==> config.mk <==
export PLATFORM = sky130hd
export DESIGN_NAME = fetch_unit
export DESIGN_NICKNAME = d
export VERILOG_FILES = /design/src/rtl/fetch_unit.sv
export SDC_FILE = /design/constraint.sdc
export NUM_CORES = 1
export LEC_CHECK = 0
export CAP_MARGIN = 25
export CELL_PAD_IN_SITES_DETAIL_PLACEMENT = 0
export CELL_PAD_IN_SITES_GLOBAL_PLACEMENT = 1
export CORE_UTILIZATION = 39
export CTS_BUF_LIST = sky130_fd_sc_hd__clkbuf_4
export CTS_CLUSTER_SIZE = 24
export DETAILED_ROUTE_END_ITERATION = 8
export PLACE_DENSITY = 0.84
export SLEW_MARGIN = 20
export SYNTH_ARGS = -nofsm -noshare
export SYNTH_HDL_FRONTEND = slang
export SYNTH_SLANG_ARGS = --single-unit
==> constraint.sdc <==
create_clock -name clk -period 1.7 [get_ports clk]
set_input_delay 0.17 -clock clk [delete_from_list [all_inputs] [get_ports clk]]
set_output_delay 0.17 -clock clk [all_outputs]
set_load 0.01 [all_outputs]
==> src/rtl/fetch_unit.sv <==
`default_nettype none
// ============================================================================
// Module   : fetch_unit
// Brief    : Instruction-fetch stage: PC selection (redirect > predicted >
//            PC+4), single-outstanding imem requests and a response FIFO
//            drained by decode. Optional macro FETCH_PERF_EN adds counters.
// Revision : 1.0 - initial release
// ============================================================================
module fetch_unit #(
   parameter logic [31:0] RESET_PC   = 32'h0000_0000,
   parameter int          FIFO_DEPTH = 2
) (
   input  logic        clk,
   input  logic        rst_n,
   output logic [31:0] pc_if,
   input  logic        predict_taken,
   input  logic [31:0] predict_target,
   output logic        imem_req,
   output logic [31:0] imem_addr,
   input  logic        imem_gnt,
   input  logic        imem_rvalid,
   input  logic [31:0] imem_rdata,
   input  logic        redirect_valid,
   input  logic [31:0] redirect_pc,
   output logic        if_valid,
   input  logic        if_ready,
   output logic [31:0] if_pc,
   output logic [31:0] if_instr,
   output logic        if_pred_taken,
   output logic [31:0] if_pred_target
`ifdef FETCH_PERF_EN
   ,
   output logic [31:0] perf_fetched,
   output logic [31:0] perf_dropped
`endif
);

   localparam int             PTR_W    = $clog2(FIFO_DEPTH);
   localparam logic [PTR_W:0] FULL_CNT = (PTR_W + 1)'(FIFO_DEPTH);
   localparam logic [31:0]    ALIGN    = 32'hFFFF_FFFC;

   typedef enum logic [1:0] {
      S_IDLE = 2'd0,
      S_WAIT = 2'd1,
      S_DROP = 2'd2
   } state_t;

   state_t           state_q, state_d;
   logic [31:0]      pc_q, pc_d;
   logic [31:0]      tag_pc_q;
   logic             tag_pt_q;
   logic [31:0]      tag_tgt_q;
   logic [PTR_W-1:0] wr_ptr_q, rd_ptr_q;
   logic [PTR_W:0]   cnt_q;

   logic [31:0]      fifo_pc_q    [FIFO_DEPTH];
   logic [31:0]      fifo_instr_q [FIFO_DEPTH];
   logic             fifo_pt_q    [FIFO_DEPTH];
   logic [31:0]      fifo_tgt_q   [FIFO_DEPTH];

   logic             req, issue, push, pop, drop;

   always_comb begin
      state_d = state_q;
      pc_d    = pc_q;
      req     = 1'b0;
      issue   = 1'b0;
      push    = 1'b0;
      drop    = 1'b0;
      case (state_q)
         S_IDLE: begin
            // Issue only when a FIFO slot is free, so the response always fits.
            req   = rst_n && (cnt_q != FULL_CNT) && !redirect_valid;
            issue = req && imem_gnt;
            if (issue) begin
               state_d = S_WAIT;
               pc_d    = predict_taken ? (predict_target & ALIGN) : pc_q + 32'd4;
            end
         end
         S_WAIT: begin
            if (redirect_valid) begin
               state_d = S_DROP;
               drop    = imem_rvalid;
            end else if (imem_rvalid) begin
               state_d = S_IDLE;
               push    = 1'b1;
            end
         end
         S_DROP: begin
            if (imem_rvalid) begin
               state_d = S_IDLE;
               drop    = 1'b1;
            end
         end
         default: state_d = S_IDLE;
      endcase
      if (redirect_valid) begin
         pc_d = redirect_pc & ALIGN;
      end
      pop = (cnt_q != '0) && if_ready && !redirect_valid;
   end

   always_ff @(posedge clk or negedge rst_n) begin
      if (!rst_n) begin
         state_q   <= S_IDLE;
         pc_q      <= RESET_PC;
         tag_pc_q  <= '0;
         tag_pt_q  <= 1'b0;
         tag_tgt_q <= '0;
         wr_ptr_q  <= '0;
         rd_ptr_q  <= '0;
         cnt_q     <= '0;
         for (int i = 0; i < FIFO_DEPTH; i++) begin
            fifo_pc_q[i]    <= '0;
            fifo_instr_q[i] <= '0;
            fifo_pt_q[i]    <= 1'b0;
            fifo_tgt_q[i]   <= '0;
         end
      end else begin
         state_q <= state_d;
         pc_q    <= pc_d;
         if (issue) begin
            tag_pc_q  <= pc_q;
            tag_pt_q  <= predict_taken;
            tag_tgt_q <= predict_target;
         end
         if (push) begin
            fifo_pc_q[wr_ptr_q]    <= tag_pc_q;
            fifo_instr_q[wr_ptr_q] <= imem_rdata;
            fifo_pt_q[wr_ptr_q]    <= tag_pt_q;
            fifo_tgt_q[wr_ptr_q]   <= tag_tgt_q;
         end
         if (redirect_valid) begin
            wr_ptr_q <= '0;
            rd_ptr_q <= '0;
            cnt_q    <= '0;
         end else begin
            if (push) wr_ptr_q <= wr_ptr_q + 1'b1;
            if (pop)  rd_ptr_q <= rd_ptr_q + 1'b1;
            case ({push, pop})
               2'b10:   cnt_q <= cnt_q + 1'b1;
               2'b01:   cnt_q <= cnt_q - 1'b1;
               default: cnt_q <= cnt_q;
            endcase
         end
      end
   end

   assign pc_if          = pc_q;
   assign imem_addr      = pc_q;
   assign imem_req       = req;
   assign if_valid       = (cnt_q != '0);
   assign if_pc          = fifo_pc_q[rd_ptr_q];
   assign if_instr       = fifo_instr_q[rd_ptr_q];
   assign if_pred_taken  = fifo_pt_q[rd_ptr_q];
   assign if_pred_target = fifo_tgt_q[rd_ptr_q];

`ifdef FETCH_PERF_EN
   logic [31:0] perf_fetched_q, perf_dropped_q;

   always_ff @(posedge clk or negedge rst_n) begin
      if (!rst_n) begin
         perf_fetched_q <= '0;
         perf_dropped_q <= '0;
      end else begin
         if (pop)  perf_fetched_q <= perf_fetched_q + 32'd1;
         if (drop) perf_dropped_q <= perf_dropped_q + 32'd1;
      end
   end

   assign perf_fetched = perf_fetched_q;
   assign perf_dropped = perf_dropped_q;
`else
   logic unused_drop;
   assign unused_drop = drop;
`endif

endmodule
`default_nettype wire

* After elaboration in Yosys (flattened, before gate mapping)
Cells that the tools add are included.
W data, S select, Z words.
** Cells by class
- Order comparisons :: 3
- Reduce and logical (&&, ||, !) cells :: 15
- Divide/modulo/power cells :: 0
- Multiplexer cells :: 39
- Bitwise operators :: 2
- Multipliers :: 0
- Equal/unequal tests :: 6
- Shifts and indexed selects :: 0
- Add/subtract/negate cells :: 5
** Operators with widths (number)
- $mux W32 :: 14
- $bwmux W64 :: 3
- $add A32 B3 Y32 const B :: 1
- $demux W32 S1 :: 1
- $mux W1 :: 13
- $reduce_bool A2 Y1 :: 5
- $mux W2 :: 4
- $logic_and A1 B1 Y1 :: 6
- $pmux W2 S3 :: 1
- $eq A2 B1 Y1 const B :: 2
- $eq A2 B2 Y1 const B :: 2
- $ge A2 B2 Y1 const B :: 2
- $ne A2 B2 Y1 const B :: 2
- $not A1 Y2 :: 2
- $pmux W2 S2 :: 1
- $reduce_bool A3 Y1 :: 1
- $add A1 B1 Y1 const B :: 2
- $add A2 B1 Y2 const B :: 1
- $bwmux W2 :: 1
- $logic_not A2 Y1 :: 1
- $lt A2 B1 Y1 const B :: 1
- $reduce_and A2 Y1 :: 1
- $sub A2 B1 Y2 const B :: 1
- $demux W1 S1 :: 1
- $logic_not A1 Y1 :: 1
** Word-level totals
- Output and inout bits :: 163
- Memories kept :: 0
- Register bits :: 297
- Input port bits :: 103
- Logic and storage cells :: 86
- Bits in read-only memories :: 0
- Bits in writable memories :: 0
- Latch bits :: 0

* Depth between registers and ports, before layout
Gate-level depths: netlist of run 1.
- Depth after elaboration :: 7
- Depth in mapped cells :: 8
- Depth with buffers taken out :: 6

* Least setup slack after synthesis of run 1
No wires, ideal clock.
- Kind :: flip-flop to flip-flop
- Start :: register pc_q[2] (netlist: imem_addr[2])
- End :: register pc_q[30] (netlist: imem_addr[30])
- Clock period less this slack :: 1.896 ns
- Required time :: 1.567 ns
- Path slack :: -0.196 ns
- Buffers on the path :: 1
- Data arrival time :: 1.764 ns
- Setup time :: 0.133 ns
- Cell stages (with the launch flop) :: 8
- Cells stage by stage :: dfrtp_1 > ha_1 > and4_2 > nand4_4 > buf_6 > nor4_1 > xnor2_1 > o21ai_2
** Between the ends
- Word-level cells in the longest chain between the ends :: 5
** RTL lines
- from (decl) :: RTL line 49 : logic [31:0] pc_q, pc_d;
- from (signal assigned) :: RTL line 121 : pc_q <= pc_d;
- $add A32 B3 Y32 :: RTL line 77 : pc_d = predict_taken ? (predict_target & ALIGN) : pc_q + 32'd4;
- $mux W32 :: RTL line 77
- $mux W32 :: RTL line 75 : if (issue) begin
- $mux W32 :: RTL line 70 : case (state_q)
- $mux W32 :: RTL line 97 : if (redirect_valid) begin
Every way passes these cells. The select of a mux whose other input is x is not followed.
A chain may end at the register's enable or synchronous reset.

* Final worst setup path of run 1
- Start :: register rd_ptr_q
- End :: output port if_pred_target[19]
** Between the ends
- Word-level cells in the longest chain between the ends :: 4
** RTL lines
- from (decl) :: RTL line 53 : logic [PTR_W-1:0] wr_ptr_q, rd_ptr_q;
- from (signal assigned) :: RTL line 139 : if (pop) rd_ptr_q <= rd_ptr_q + 1'b1;
- $not A1 Y2 (not written as such) :: RTL line 156 : assign if_pred_target = fifo_tgt_q[rd_ptr_q];
- $mux W32 (not written as such) (3 in a row) :: RTL line 156
- to (decl) :: RTL line 30 : output logic [31:0] if_pred_target
Every way passes these cells. The select of a mux whose other input is x is not followed.

==> summary.txt, run 1 <==
CP max-delay cell: dfrtp_4
Final min period: 2.34 ns
Starting Density: 0.401
Worst-Margin Slew: 0.752 ns
Fraction of synthesized area in multiplexers: 0.295
Status: complete, but fails checks
Reg clk slew, reported paths: 0.07 ns
Drt total wl: 43400 um
Crit-path cells: buf_12 -> buf_12 -> buf_12 -> buf_8 -> mux2_4 -> buf_6
Main area contributors after synthesis: dfrtp_1, mux2_2, buf_4, nand2_1, o21ai_0
Vias in the first global route: 10.5k
Clock Tree Buf Depth: 3
First DRT Iteration DRCs: 465
EDFF count, synth: 0
Synth cell types: 53
Kind of critical path: flip-flop to output port
Pre-Repair DR Iteration Count: 6
Synth Area in Simple Gates: 0.0498
Root Buffer: clkbuf_4
Synth Area in Adders: 0.000949
Syn-to-layout area delta: 54.8%
Avg Cell Area, Syn: 13.6 um2
Max-Slew Margin vs Limit: 0.499
Clock Skew: 0.0560 ns
DRT antenna net count: 0
Arr. time, crit path: 2.17 ns
Asr flop ratio synth: 1.00
CP most frequent cell: buf_12
Die Area: 0.0345 mm2
WL/cell: 22.5 um
Top-Level Pins: 266
Initial antenna violation count: 1
Max cap viols: 0
Failing checks: negative setup slack
Bufs and invs on worst path: 5
CTS tree: done
Final WS setup: -0.640 ns
Later-pin clock latency in the skew report: 0.70 ns
Gr usage total: 0.236
Setup violations, final: 385
Final Util: 0.621
Leak: 9.60 nW
Top_reg_cell synth: dfrtp_1
Worst Path Max Fanout: 6
Hpwl dp: 22600 um
Largest area contributor in the netlist: dfrtp_1
Fill cell count: 2501
First-pass GRT wire length: 60900 um
Nets@finish: 1536
TritonCTS buffer count: 80
Worst Setup Start Kind: flip-flop
Mapped Cells: 972
Multi-input logic area: 0.00629 mm2
Design Power: 23.9 mW
Pre-CTS setup slack: -0.191 ns
Yosys warns: 0
DR vias/cell: 5.25
Worst Hold Class: input port to flip-flop
Die span in y: 186 um
Pwr/cell area: 1170 mW/mm2
PortBufs: 257
Crit. End Element: output port
Unrepaired setup endpoints after global routing: yes
Largest net degree at the start of global routing: 138
Share of cells above drive strength 1: 0.609
Clock Sinks: 289
Delay-heaviest family, CP: buffers and inverters
Synth Cell Area: 0.0132 mm2
Fin. max-slew vios: 0
FF+latch area: 0.00724 mm2
Fin crit share: 1.38
Via count: 10.1k
Chip Width: 186 um
CP max stage delay: 0.51 ns
Synth Area in Compound Gates: 0.0463
DRC: 0
GPL Wtd Cong: 0.824
Core area: 0.0329 mm2
Std cell rows: 66
F_max: 427 MHz
Register area share after synthesis: 0.549
Hold Fails Final Rpt: 0
Register bit total from synthesis: 289
Worst EP required: 1.53 ns
Area share of the largest cell type after synthesis: 0.549
H-tree levels: 3
Largest family of logic cells by synthesized area: multiplexers
GRT overflow: 0
Post-Synth XOR/XNOR Area: 0.0140
Max VDD drop: 0.714 mV
state kept, by name, indices dropped and copies added, names as in the netlist:
register      cells
fifo_pt_q         2
state_q           2
fifo_instr_q     64
fifo_tgt_q       64
tag_tgt_q        32
tag_pt_q          1
tag_pc_q         30
imem_addr        30
cnt_q             2
rd_ptr_q          1
fifo_pc_q        60
wr_ptr_q          1
worst paths after layout:
| path | startpoint | end | slack [ns] | cells after the start |
|---|---|---|---|---|
| min in group asynchronous | rst_n | wr_ptr_q$_DFFE_PN0P_ | 0.13 | 3 |
| worst min register to register | fifo_pc_q[25]$_DFFE_PN0P_ | fifo_pc_q[25]$_DFFE_PN0P_ | 0.50 | 1 |
| worst max register to register | state_q[1]$_DFFE_PN0P_ | fifo_instr_q[48]$_DFFE_PN0P_ | -0.39 | 11 |
| worst max-delay path | rd_ptr_q$_DFFE_PN0P_ | if_pred_target[19] | -0.64 | 6 |
| max in group asynchronous | rst_n | rd_ptr_q$_DFFE_PN0P_ | 0.23 | 4 |
| worst min-delay path | redirect_pc[2] | imem_addr[2]$_DFFE_PN0P_ | 0.07 | 3 |
cell usage after synthesis (2+ instances only):
cell / instances
and3_1: 5
a31oi_1: 5
buf_6: 3
xnor2_1: 13
nand2_1: 34
o21ai_0: 24
mux2_2: 340
o31ai_1: 3
nand2b_1: 6
buf_2: 15
a22o_1: 9
nand4_1: 13
o221ai_1: 6
inv_1: 7
buf_1: 7
nor3_1: 4
nor3b_1: 2
nor2_1: 21
o211ai_1: 3
mux2i_1: 6
buf_4: 44
nor2b_1: 6
nand3_1: 13
dfrtp_1: 289
xor2_1: 8
a21oi_1: 18
and2_1: 2
nor4_1: 4
a22oi_1: 7
a211oi_1: 2
a222oi_1: 7
clkbuf_1: 25
worst min-delay path: stages:
cell and delay, ns:
clkdlybuf4s50_1 0.39, nand2_1 0.08, o221ai_2 0.08
cell families after synthesis:
kind of cell	Yosys count
mux	346
flops	289
simple gates	121
buf+inv	102
compound gates	91
xor+xnor	21
fa+ha+maj	1
other cells	1
cell type report:
cell class | count | area share
diodes | 1 | 0.000123
clock buffers | 114 | 0.0420
clock inverters | 22 | 0.00822
inverters | 7 | 0.00129
multi-input cells | 587 | 0.308
flip-flops and latches | 289 | 0.355
well taps | 442 | 0.0271
repair buffers | 467 | 0.258
stage by stage:
| stage | hold slack, ns | TNS, ns | instance area, um2 | cells |
|---|---|---|---|---|
| 6_report | 0.0708 | -122.54 | 20400 | 1929 |
| 5_1_grt | 0.0351 | -144.10 | 20400 | 1929 |
| 4_1_cts | 0.0323 | -93.80 | 19900 | 1915 |
| 3_5_place_dp | 0.0766 | -22.34 | 16700 | 1667 |
| 3_3_place_gp | 0.0750 | -20.70 | 16700 | 1667 |
| 2_1_floorplan | -0.126 | -1.01 | 13200 | 977 |
per-layer routing:
metal,track usage,vias to the layer above,share of wire
met3,0.0714,88,0.073
li1,-,4451,-
met2,0.369,398,0.47
met5,0,-,0
met4,0.0823,0,0.029
met1,0.311,5182,0.43
where the power goes:
part	leakage, nW	switching, mW	internal, mW
clock network	0.602	2.99	3.52
registers	3.71	0.969	8.43
logic	5.28	2.98	4.99
timing repair:
action	CTS	global route
gates resized for setup	776	240
endpoints found under the hold margin	75	0
hold buffers	2	0
pin swaps	18	37
buffers inserted	84	20
gates cloned	28	11
setup endpoints to repair	314	434
cells in the final DEF, fill, tap and decap left out, types with 13 or more instances in the layout:
master and n:
buf_6 132, xnor2_1 13, nand4_1 13, clkdlybuf4s50_1 98, buf_4 92, buf_16 19
clkbuf_4 114, clkbuf_2 43, nand2_1 20, dfrtp_1 282, mux2_2 227, nor2_1 17
mux2_4 113, clkinv_1 17, buf_12 41
No activity file was read; power rests on OpenSTA's default activity.
==> run 2: changes to the inputs <==
Settings changed: CORE_UTILIZATION 39 to 38, CTS_BUF_LIST sky130_fd_sc_hd__clkbuf_4 to unset, PLACE_DENSITY 0.84 to 0.82.
==> run 2 against run 1 <==
The flow still finishes with violations (negative setup slack). Via count is 4.3% lower. Clock power increased by 8.8%. Die area is 2.6% higher. Non-clock buffer count fell by 22. Critical path depth is 3 higher. Cell area decreased by 1.4%. Sequential cell count unchanged. Power increased by 0.64%. Worst hold slack gained 0.14 ns. Global-route usage shrank 2.4 points. Final cell count fell by 5.1%. Register-to-register slack about the same. Critical endpoint is now imem_addr[31]$_DFFE_PN0P_.
==> summary.txt, run 2 (synthesis gave the netlist of run 1 again) <==
Largest net degree at the start of global routing: 159
Max-Slew Margin vs Limit: 0.382
Worst-Margin Slew: 0.927 ns
Reg clk slew, reported paths: 0.06 ns
WHS: 0.211 ns
TritonCTS buffer count: 31
Worst EP required: 2.15 ns
Later-pin clock latency in the skew report: 0.57 ns
First-pass GRT wire length: 58300 um
R2R Path End: imem_addr[31]$_DFFE_PN0P_
Hpwl dp: 23100 um
Die Area: 0.0354 mm2
Reg2Reg Depth: 9
Via count: 9686
Commonest cells after routing, fill and taps aside: dfrtp_1, mux2_2, buf_6
Max VDD drop: 0.896 mV
Crit-path cells: buf_6 -> buf_6 -> nor4b_4 -> buf_4 -> a31oi_4 -> buf_12 -> a222oi_1 -> nand2_1 -> or2_1
PortBufs: 257
First DRT Iteration DRCs: 614
R2r setup slk: -0.40 ns
Design Power: 24.0 mW
Kind of critical path: flip-flop to flip-flop
CP Depth: 9
Unrepaired setup endpoints after global routing: yes
H-tree levels: 1
Worst Hold Class: input port to flip-flop
Initial antenna violation count: 2
Max cap viols: 0
Die span in y: 188 um
CP most frequent cell: buf_6
DRT antenna net count: 0
Leak: 9.43 nW
Commonest non-fill, non-tap cell in the layout: dfrtp_1
Pwr/cell area: 1190 mW/mm2
Hold Fails Final Rpt: 0
Worst reg2reg path startpoint: state_q[1]$_DFFE_PN0P_
WL/cell: 22.3 um
Final WS setup: -0.404 ns
Fin crit share: 1.24
Starting Density: 0.389
Number of cells on the worst hold path: 3
Pre-Repair DR Iteration Count: 5
Arr. time, crit path: 2.55 ns
Status: complete, but fails checks
Vias in the first global route: 9849
CP max-delay cell: dfrtp_1
Worst Path Max Fanout: 5
DR vias/cell: 5.29
Root Buffer: clkbuf_16
GRT overflow: 0
DRC: 0
GPL Wtd Cong: 0.819
Final min period: 2.10 ns
Clock Skew: 0.0186 ns
Top Registers: fifo_instr_q: 64 flops, fifo_tgt_q: 64 flops, fifo_pc_q: 60 flops
Fill cell count: 2641
WHS Endpoint: imem_addr[3]$_DFFE_PN0P_
Gr usage total: 0.213
Setup TNS: -90.48 ns
Worst Setup Start Kind: flip-flop
Setup violations, final: 380
Clock Tree Buf Depth: 3
Failing checks: negative setup slack
Std cell rows: 67
Fin. max-slew vios: 0
Crit. End Element: flip-flop
Clock Sinks: 289
Top-Level Pins: 266
Hold path start: redirect_pc[3]
CP max stage delay: 0.39 ns
Drt total wl: 40800 um
Delay-heaviest family, CP: buffers and inverters
Core area: 0.0339 mm2
Syn-to-layout area delta: 52.6%
Share of cells above drive strength 1: 0.539
CTS tree: done
Chip Width: 188 um
F_max: 475 MHz
Bufs and invs on worst path: 4
Nets@finish: 1465
-- run 2: worst max-delay path by stage --
stage,start,end
final,state_q[1]$_DFFE_PN0P_,imem_addr[31]$_DFFE_PN0P_
after detailed placement,state_q[1]$_DFFE_PN0P_,imem_req
after global routing,state_q[1]$_DFFE_PN0P_,imem_addr[31]$_DFFE_PN0P_
after floorplan,rd_ptr_q$_DFFE_PN0P_,if_instr[0]
after global placement,state_q[1]$_DFFE_PN0P_,imem_req
after CTS,rd_ptr_q$_DFFE_PN0P_,if_pc[25]
-- run 2: final cells by class --
class	count	area [um2]	share of cell area
Sequential cell	289	7240	0.360
Multi-Input combinational cell	587	6120	0.304
Timing Repair Buffer	445	5080	0.253
Clock buffer	48	970	0.0482
Tap cell	448	561	0.0279
Clock inverter	5	106	0.00529
Inverter	7	26.3	0.00131
Antenna cell	2	5.00	0.000249
-- run 2: power by group --
group / total [mW] / internal, mW / switching [mW]
clock: 7.08 / 4.33 / 2.76
combinational: 7.54 / 4.69 / 2.85
sequential: 9.40 / 8.43 / 0.968
-- run 2: layer usage --
metal | part of all wire | global-route usage
met5 | 0 | 0
met2 | 0.48 | 0.349
met3 | 0.055 | 0.0345
met4 | 0.034 | 0.0638
met1 | 0.43 | 0.289
-- run 2: through the flow --
step                      instance area [um2]  utilization  cells  setup slack (ns)
final                                   20100        0.594   1831            -0.404
after global routing                    20100        0.594   1830            -0.484
after CTS                               19300        0.571   1798            -0.455
after detailed placement                16700        0.493   1665            -0.275
after global placement                  16700        0.492   1664            -0.254
after floorplan                         13200            -    977           -0.0250
-- run 2: tightest hold or removal path: cells and delay by family --
| kind | cells | cell delay [ns] |
|---|---|---|
| buffers and inverters | 1 | 0.40 |
| AO/OA/AOI/OAI | 1 | 0.08 |
| AND/OR/NAND/NOR | 1 | 0.08 |
-- run 2: repair_timing --
action                                  CTS  global route
endpoints found under the setup margin  405           382
hold buffers                              1             0
resized for setup                       622           196
pin swaps                                11            28
endpoints found under the hold margin   228             0
gates cloned                             26            16
setup buffers                            55            31
==> run 3: changes to the inputs <==
Settings changed: CORE_UTILIZATION 38 to 39, CTS_BUF_LIST set to sky130_fd_sc_hd__clkbuf_4 sky130_fd_sc_hd__clkbuf_8, CTS_CLUSTER_SIZE 24 to unset, PLACE_DENSITY 0.82 to 0.84.
==> run 3 against run 2 <==
Worst hold slack worse by 0.18 ns. Sequential power is essentially flat. The flow still finishes with violations (negative setup slack). Core utilization increased by 2.7 points. Final cell count rose by 1.9%. Highest routed layer unchanged. Largest power group unchanged.
==> summary.txt, run 3 (synthesis gave the netlist of run 1 again) <==
Pre-Repair DR Iteration Count: 6
Largest net degree at the start of global routing: 138
Max-Slew Margin vs Limit: 0.631
Initial antenna violation count: 2
Pre-CTS setup slack: -0.191 ns
Worst EP required: 1.53 ns
Max cap viols: 0
CP max stage delay: 0.51 ns
Die span in y: 186 um
Top Registers: fifo_instr_q: 64 flops, fifo_tgt_q: 64 flops, fifo_pc_q: 60 flops
Non-filler cells, final: 1865
Nets@finish: 1487
Reg clk slew, reported paths: 0.06 ns
Share of power burned in the clock network: 0.294
Syn-to-layout area delta: 54.9%
Die Area: 0.0345 mm2
Setup TNS: -93.59 ns
WHS: 0.0292 ns
Core area: 0.0329 mm2
TritonCTS buffer count: 51
DR vias/cell: 5.20
Sequential Power Share: 0.385
Hold Fails Final Rpt: 0
Placed cell area: 0.0167 mm2
GPL Wtd Cong: 0.824
Top-Level Pins: 266
Final WS setup: -0.517 ns
Status: complete, but fails checks
Unrepaired setup endpoints after global routing: yes
Inst Count DP: 1667
CP most frequent cell: buf_12
Leak: 9.55 nW
Failing checks: negative setup slack
Vias in the first global route: 10.2k
Std cell rows: 66
GRT overflow: 0
First DRT Iteration DRCs: 507
CP max-delay cell: dfrtp_4
Worst-Margin Slew: 0.554 ns
Worst Hold Class: input port to flip-flop
Gate power share: 0.321
Clock Skew: 0.0285 ns
Commonest non-fill, non-tap cell in the layout: dfrtp_1
Fin crit share: 1.30
Via count: 9704
Share of cells above drive strength 1: 0.565
Pwr/cell area: 1200 mW/mm2
Drt total wl: 40200 um
WL/cell: 21.5 um
CTS tree: done
DRC: 0
Commonest cells after routing, fill and taps aside: dfrtp_1, mux2_2, buf_6
Later-pin clock latency in the skew report: 0.57 ns
Clock Sinks: 289
Bufs and invs on worst path: 5
Starting Density: 0.401
Setup violations, final: 366
Design area: 0.0204 mm2
Chip Width: 186 um
NetSw: 6.68 mW
Worst Setup Start Kind: flip-flop
Kind of critical path: flip-flop to output port
DRT antenna net count: 0
Crit. End Element: output port
Gr usage total: 0.226
Hpwl dp: 22600 um
PortBufs: 257
H-tree levels: 2
Max VDD drop: 0.854 mV
Int Power: 17.7 mW
Final min period: 2.22 ns
Worst Path Max Fanout: 4
Arr. time, crit path: 2.05 ns
Fin. max-slew vios: 0
First-pass GRT wire length: 58900 um
Crit-path cells: buf_12 -> buf_16 -> buf_12 -> buf_8 -> mux2_4 -> buf_6
Delay-heaviest family, CP: buffers and inverters
F_max: 451 MHz
Root Buffer: clkbuf_8
Clock Tree Buf Depth: 3
Sw Ratio: 0.274
## run 3: changes by cell type in the layout (fill, tap and decap cells not counted), sizes merged, moves of 3 or more
cell / delta
clkinv: +3
dlymetal6s2s: -3
clkbuf: +30
dlygate4sd2: +4
buf: +10
## run 3: path summary, 6_finish.rpt
path / from / to / slack [ns] / depth (start not counted)
max reg2reg: state_q[1]$_DFFE_PN0P_ / imem_addr[20]$_DFFE_PN0P_ / -0.50 / 10
min: redirect_valid / wr_ptr_q$_DFFE_PN0P_ / 0.03 / 3
max: rd_ptr_q$_DFFE_PN0P_ / if_pred_target[6] / -0.52 / 6
min in group asynchronous: rst_n / wr_ptr_q$_DFFE_PN0P_ / 0.29 / 3
max in group asynchronous: rst_n / fifo_instr_q[27]$_DFFE_PN0P_ / 0.26 / 4
min reg2reg: fifo_tgt_q[9]$_DFFE_PN0P_ / fifo_tgt_q[9]$_DFFE_PN0P_ / 0.50 / 1
## run 3: per-stage QoR
step	utilization	total power, mW
4_1_cts	0.599	24.0
3_3_place_gp	0.508	15.7
6_report	0.621	24.4
5_1_grt	0.621	25.6
3_5_place_dp	0.508	15.9
2_1_floorplan	-	12.5
## run 3: final cells by class
cell class              count  area, um2
well taps                 442        553
multi-input cells         586       6240
clock buffers              85       1060
diodes                      2       5.00
flip-flops and latches    289       7240
repair buffers            448       5170
fillers                  2515      12500
clock inverters             6        105
inverters                   7       26.3
## run 3: power groups by stage
stage | Combinational (mW) | Sequential, mW | Clock [mW]
2_1_floorplan | 3.25 | 9.22 | 0
3_3_place_gp | 6.41 | 9.32 | 0
6_report | 7.83 | 9.41 | 7.17
3_5_place_dp | 6.51 | 9.42 | 0
4_1_cts | 7.37 | 9.32 | 7.32
5_1_grt | 8.33 | 9.60 | 7.68
## run 3: per-layer routing
metal | part of all wire | track usage | routed length (um)
met1 | 0.43 | 0.304 | 17400
met2 | 0.48 | 0.363 | 19300
met3 | 0.070 | 0.0550 | 2800
met4 | 0.018 | 0.0590 | 741
met5 | 0 | 0 | 0
## run 3: tightest hold or removal path: stages
cell and delay [ns]:
buf_2 0.15, buf_4 0.17, nor2_1 0.05
## run 3: timing repair
item | in CTS | in global routing
resized for setup | 705 | 171
buffers inserted | 60 | 31
hold buffers | 1 | 0
pin swaps | 14 | 39
setup endpoints to repair | 316 | 451
cloned | 24 | 7
endpoints found under the hold margin | 74 | 0
